[config.mk]
export PLATFORM = sky130hd
export DESIGN_NAME = univ_shift_reg
export DESIGN_NICKNAME = d
export VERILOG_FILES = /design/src/rtl/univ_shift_reg.sv
export SDC_FILE = /design/constraint.sdc
export NUM_CORES = 1
export LEC_CHECK = 0
export BUFFER_PORTS_ARGS = -buffer_cell sky130_fd_sc_hd__buf_2
export CAP_MARGIN = 20
export CELL_PAD_IN_SITES_DETAIL_PLACEMENT = 1
export CELL_PAD_IN_SITES_GLOBAL_PLACEMENT = 1
export CORE_UTILIZATION = 35
export CTS_BUF_LIST = sky130_fd_sc_hd__clkbuf_4 sky130_fd_sc_hd__clkbuf_8
export CTS_CLUSTER_SIZE = 12
export DETAILED_ROUTE_END_ITERATION = 7
export PLACE_DENSITY = 0.8
export SYNTH_ARGS = -nofsm -noshare
export SYNTH_HDL_FRONTEND = slang
export SYNTH_SLANG_ARGS = --single-unit
[constraint.sdc]
create_clock -name clk_i -period 2.2 [get_ports clk_i]
set_input_delay 0.44 -clock clk_i [delete_from_list [all_inputs] [get_ports clk_i]]
set_output_delay 0.44 -clock clk_i [all_outputs]
set_load 0.01 [all_outputs]
[src/rtl/univ_shift_reg.sv]
`default_nettype none
// ============================================================================
//  Module   : univ_shift_reg
//  Purpose  : Parametrised universal shift register. It supports parallel
//             load, logical and arithmetic shifts, rotates and clear. Each
//             command uses a start/busy/done handshake, and multi-bit shifts
//             are sequenced as one bit per clock by an internal counter.
//  Revision : 1.0  initial release
// ============================================================================
module univ_shift_reg #(
  parameter int WIDTH = 8,
  parameter int CNT_W = $clog2(WIDTH + 1)
) (
  input  logic             clk_i,
  input  logic             rst_n_i,
  input  logic             start_i,
  input  logic [2:0]       mode_i,
  input  logic [CNT_W-1:0] amount_i,
  input  logic [WIDTH-1:0] data_i,
  input  logic             ser_i,
  output logic [WIDTH-1:0] data_o,
  output logic             ser_msb_o,
  output logic             ser_lsb_o,
  output logic             busy_o,
  output logic             done_o
);

  localparam logic [2:0] C_MODE_LOAD  = 3'b000;
  localparam logic [2:0] C_MODE_SLL   = 3'b001;
  localparam logic [2:0] C_MODE_SRL   = 3'b010;
  localparam logic [2:0] C_MODE_ROL   = 3'b011;
  localparam logic [2:0] C_MODE_ROR   = 3'b100;
  localparam logic [2:0] C_MODE_ASR   = 3'b101;
  localparam logic [2:0] C_MODE_CLEAR = 3'b110;

  localparam logic [CNT_W-1:0] C_MAX_AMT = CNT_W'(WIDTH);
  localparam logic [CNT_W-1:0] C_ONE     = CNT_W'(1);

  typedef enum logic [1:0] {
    ST_IDLE = 2'd0,
    ST_RUN  = 2'd1,
    ST_DONE = 2'd2
  } state_t;

  state_t           r_state;
  logic [2:0]       r_mode;
  logic [CNT_W-1:0] r_cnt;
  logic [WIDTH-1:0] r_data;

  logic             w_load_type;
  logic [CNT_W-1:0] w_amt_clamped;
  logic [WIDTH-1:0] w_shifted;

  // One 1-bit step of the latched operation. Rotates and ASR do not use ser_i.
  function automatic logic [WIDTH-1:0] f_step(input logic [2:0]       mode,
                                               input logic [WIDTH-1:0] d,
                                               input logic             s);
    logic [WIDTH-1:0] res;
    res = d;
    case (mode)
      C_MODE_SLL: res = {d[WIDTH-2:0], s};
      C_MODE_SRL: res = {s, d[WIDTH-1:1]};
      C_MODE_ROL: res = {d[WIDTH-2:0], d[WIDTH-1]};
      C_MODE_ROR: res = {d[0], d[WIDTH-1:1]};
      C_MODE_ASR: res = {d[WIDTH-1], d[WIDTH-1:1]};
      default:    res = d;
    endcase
    return res;
  endfunction

  // Classify the incoming command and clamp its shift count to the width.
  always_comb begin
    w_load_type   = (mode_i == C_MODE_LOAD) || (mode_i == C_MODE_CLEAR) ||
                    (mode_i == 3'b111);
    w_amt_clamped = (amount_i > C_MAX_AMT) ? C_MAX_AMT : amount_i;
    w_shifted     = f_step(r_mode, r_data, ser_i);
  end

  // Control FSM and datapath register. A new command is accepted only in IDLE.
  always_ff @(posedge clk_i or negedge rst_n_i) begin
    if (!rst_n_i) begin
      r_state <= ST_IDLE;
      r_mode  <= 3'b000;
      r_cnt   <= '0;
      r_data  <= '0;
    end else begin
      case (r_state)
        ST_IDLE: begin
          if (start_i) begin
            r_mode <= mode_i;
            if (w_load_type) begin
              r_cnt <= '0;
              if (mode_i == C_MODE_LOAD) begin
                r_data <= data_i;
              end else if (mode_i == C_MODE_CLEAR) begin
                r_data <= '0;
              end
              r_state <= ST_DONE;
            end else if (w_amt_clamped == '0) begin
              r_cnt   <= '0;
              r_state <= ST_DONE;
            end else begin
              r_cnt   <= w_amt_clamped;
              r_state <= ST_RUN;
            end
          end
        end
        ST_RUN: begin
          r_data <= w_shifted;
          r_cnt  <= r_cnt - C_ONE;
          if (r_cnt == C_ONE) begin
            r_state <= ST_DONE;
          end
        end
        ST_DONE: begin
          r_state <= ST_IDLE;
        end
        default: begin
          r_state <= ST_IDLE;
        end
      endcase
    end
  end

  // Outputs are decoded from registered state only.
  always_comb begin
    data_o    = r_data;
    ser_msb_o = r_data[WIDTH-1];
    ser_lsb_o = r_data[0];
    busy_o    = (r_state != ST_IDLE);
    done_o    = (r_state == ST_DONE);
  end

endmodule
`default_nettype wire

# Yosys cells after proc, flatten, opt, wreduce, memory -nomap -nowiden
# Index checks and enable logic that the tools add are counted.
# op_classes
n_lt_le_gt_ge	1
shifts	0
multipliers	0
div_mod_pow	0
n_eq_ne	17
mux	16
bitwise_logic	0
n_addsub	1
reduce_logical	12
# ops
operator	count
8-bit one-hot mux with 5 select lines	1
8-bit 2-to-1 mux	4
4-bit 2-to-1 mux	4
8-bit one-hot mux with 2 select lines	1
3-bit equality test, second input constant	4
2-bit 2-to-1 mux	4
2-bit inequality test, second input constant	4
4-bit one-hot mux with 2 select lines	1
3-bit by 2-bit equality test with 1-bit output, second input constant	2
6-bit by 1-bit inequality test with 1-bit output, second input constant	1
2-bit AND reduction	3
6-bit AND reduction	1
5-bit by 1-bit inequality test with 1-bit output, second input constant	1
5-bit AND reduction	1
4-bit by 1-bit equality test with 1-bit output, second input constant	1
4-bit greater-than comparator, second input constant	1
4-bit zero test	1
2-bit one-hot mux with 2 select lines	1
2-bit nonzero test	2
4-bit by 1-bit subtractor with 4-bit output, second input constant	1
3-bit by 1-bit equality test with 1-bit output, second input constant	1
3-bit zero test	1
3-bit inequality test, second input constant	1
2-bit by 1-bit equality test with 1-bit output, second input constant	1
3 further kinds	4
# totals
n_memories	0
latch_bits	0
out_inout_bits	12
ff_bits	17
inputBits	19
romBits	0
mem_bits_rw	0
wordCells	52

# Depth between registers and ports, before layout
# depth
depth_word	7
ltp_mapped	6
mapped_depth_nobuf	6

# Worst setup path after synthesis
# Ideal clock, no wire load.
# synth_path
kind	reg-to-reg
from	register r_state[0]
to	register r_data[1] (netlist: data_o[1])
setup_time_ps	125
t_arrival_ps	1439
required_ps	2075
path_stages_with_launch	7
setup_slack_ps	636
path_cell_list	dfrtp_1 -> buf_4 -> nand2b_2 -> buf_2 -> a21oi_2 -> nor3_4 -> mux2_2
# synth_between
elab_chain_len	3
elab_cells_between_ends	9
# synth_lines
element	line	source
start: declaration	45	state_t r_state;
start signal: assignment	82	r_state <= ST_IDLE;
start signal: assignment	98	r_state <= ST_DONE;
start signal: assignment	101	r_state <= ST_DONE;
2-bit by 1-bit equality test with 1-bit output or 2-bit zero test (tied branches)	87	case (r_state)
6-bit by 1-bit inequality test with 1-bit output (no source line), or another cell as far along	-	
5-bit AND reduction (no source line)	-	
end signal: assignment	94	r_data <= data_i;
end signal: assignment	109	r_data <= w_shifted;
end: declaration	48	logic [WIDTH-1:0] r_data;
# Several ways; a longest one is shown, not always the timed one.
# A chain may end at the register's enable or synchronous reset.

# Worst setup path after layout
# layout_path
from	register r_state[0]
to	register r_data[6] (netlist: data_o[6])
# Same word-level chain as after synthesis.

==> flow_summary.yaml <==
floorplanning:
  core_area_um2: 3100
  die_area_um2: 3540
  start_util_pct: 37.3
  die-height_um: 59.5
  io_pins: 31
  fp-row-count: 20
  die_w_um: 59.5
synthesis:
  ys_ff_latch: 17
  ys_async_sr_fraction_pct: 100
  syn-instance-count: 119
  ys.flop_type: "dfrtp_1"
  yosys_warnings: 0
  syn_area_per_cell_um2: 9.74
  syn-cell-area_um2: 1160
  synthesis.nets: 140
  yosysSeqAreaShare_pct: 36.7
  synth_edf_count: 0
  synth_cell_type_count: 39
place:
  portBuffers: 30
  dp_hpwl_um: 2290
  place_inst: 190
  gp_congestion: 0.737
  placed_area_um2: 1350
  place_ws_ps: 363
layout:
  seq_area_um2: 425
  final_area_um2: 1370
  multi_input_area_um2: 662
  final.fill_count: 397
  nets: 172
  instances_no_fill: 194
  syn_to_final_growth_pct: 18.5
  drive_gt1_share_pct: 38.0
  n_antenna_cell: 0
pwr:
  power.share.clock_pct: 9.6
  p_int_uw: 966
  switching_share_pct: 45.0
  ir_drop_mv: 0.514
  pwr-share-seq_pct: 38.1
  leakage_nw: 0.680
  switchingPower_uw: 789
  p_comb_share_pct: 52.4
  p_per_area_nw_per_um2: 1280
clock_network:
  cts_buffer_depth: 2
  clk_pin_slew_ps: 100
  htreeDepth: 1
  cts.sink_count: 17
  tritoncts: "built"
  cts_resized: 0
  cts_root_buf: "clkbuf_4"
  post_cts_buffers: 0
  worstSkewPairLatency_ps: 290
  ctsHoldBuffers: 0
  cts_buffers: 3
worst_setup_path:
  worstSetupStartpointType: "flip-flop"
  worst_setup_path_end_kind: "flip-flop"
  worstReg2RegStart: "r_state[0]"
  cp.arrival_ps: 1970
  regToRegSetupSlack_ps: 410
  cp-startpoint: "r_state[0]"
  cp_max_fo: 10
  rr_endpoint: "data_o[6]"
  crit_end: "data_o[6]"
  worstPathRequired_ps: 2390
  criticalPathCategory: "reg2reg"
  r2r_cells: 5
sta:
  fin_crit_sh_pct: 81.3
  fin_worst_skew_ps: 4.65
  relSlewSlack_pct: 67.9
  worst_pin_slew_ps: 481
  hold_viol: 0
  rsz0062_at_grt: "no"
  setup_ws_ps: 412
  maxClockFrequency_mhz: 559
  slew_viol_final: 0
  setup_tns_ps: 0
  min_period_ps: 1790
  setup_viol: 0
  hold_slack_ps: 58.2
detailed_routing:
  route.detailed.drc: 0
  totalWireLength_um: 2960
  wl_per_cell_um: 15.2
  dr.pass1.iters: 3
  vias: 1034
  vias_per_cell: 5.33
  drtAntennaViolNets: 0
  first_iter_violations: 61
status:
  status: "finished, final reports clean"
global_route:
  grt_use_total_pct: 18.2
  grt_max_degree: 18
  grt_overflow: 0
  grt_first_pass_wirelength_um: 4850
  grt_pass1_vias: 1009
  antenna_found_initial: 0
min_path:
  hp-class: "in2async"
run:
  maxCapViolCount: 0
==> cell families after synthesis <==
group	Yosys count	share of synthesized area, %
AO/OA/AOI/OAI	31	20.6
XOR/XNOR	1	0.756
adder cells (fa/ha/maj)	2	2.16
buffers and inverters	13	6.15
flip-flops	17	36.7
multiplexers	12	11.8
AND/OR/NAND/NOR	43	21.8
==> worst min path at each step <==
stage	startpoint	cells after the start	endpoint	slack, ps
CTS	rst_n_i	1	data_o[3]	60
floorplan	rst_n_i	0	data_o[0]	140
global route	rst_n_i	1	data_o[3]	70
detailed placement	rst_n_i	1	data_o[0]	390
finish	rst_n_i	1	data_o[4]	60
global placement	rst_n_i	1	data_o[0]	390
==> per-stage QoR <==
step | total power, mW | utilization [%]
3_3_place_gp | 1.54 | 43.3
3_5_place_dp | 1.60 | 43.3
6_report | 1.76 | 44.2
5_1_grt | 1.91 | 44.2
2_1_floorplan | 1.33 | -
4_1_cts | 1.78 | 44.2
==> power by group through the flow <==
stage	Combinational, mW	Sequential [mW]	Clock [mW]
after floorplan	0.730	0.598	0
after global placement	0.880	0.663	0
after detailed placement	0.923	0.676	0
after CTS	0.931	0.670	0.175
after global routing	1.02	0.705	0.186
final	0.919	0.668	0.168
==> routing by layer <==
layer | up-vias | track usage (%) | share of wire [%]
li1 | 503 | - | -
met1 | 512 | 25.0 | 46
met2 | 17 | 30.2 | 51
met3 | 2 | 3.28 | 2.6
met4 | 0 | 2.99 | 0.64
met5 | - | 0 | 0
==> state kept, by name, summed over array words and instances (netlist names) <==
register	cells
r_state	2
r_cnt	4
r_mode	3
data_o	8
==> critical path, stage by stage (launching register included) <==
cell	delay (ps)
dfrtp_1	560
nand2b_2	210
buf_4	210
and3_1	180
a221o_1	260
mux2_2	260
==> cell usage after synthesis (2+ instances only) <==
library cell / instances / area, um2
a221o_1: 6 / 60.1
nand2_1: 6 / 22.5
nor4_1: 2 / 12.5
ha_1: 2 / 25.0
nor2b_1: 4 / 25.0
buf_4: 3 / 22.5
nand2b_1: 2 / 12.5
nand3_1: 2 / 10.0
o21ai_0: 5 / 25.0
buf_2: 3 / 15.0
dfrtp_1: 17 / 425
a21o_1: 2 / 15.0
a221oi_1: 2 / 17.5
a21oi_1: 7 / 35.0
nor2_1: 9 / 33.8
and3_1: 7 / 43.8
mux2_2: 9 / 101
nor3_1: 4 / 20.0
inv_1: 6 / 22.5
mux2i_1: 2 / 20.0
==> cells in the final DEF, fill, tap and decap left out, types with 2 or more instances in the layout <==
master	count
nand3_1	2
a221o_1	6
nor4_1	2
nand2_1	6
nand2b_1	2
nor2_1	9
dfrtp_1	17
a21oi_1	7
mux2i_1	2
ha_1	2
clkbuf_4	3
and3_1	7
buf_4	4
mux2_2	9
a21o_1	2
inv_1	6
o21ai_0	5
nor3_1	4
a221oi_1	2
nor2b_1	4
buf_2	30
==> cell type report <==
cell class	count	share of cell area, %
clock buffers	3	1.64
clock inverters	1	0.365
inverters	6	1.64
multi-input cells	89	48.2
flip-flops and latches	17	31.0
well taps	44	4.01
repair buffers	34	13.1
Note: power is estimated with default switching activity, not from simulation.
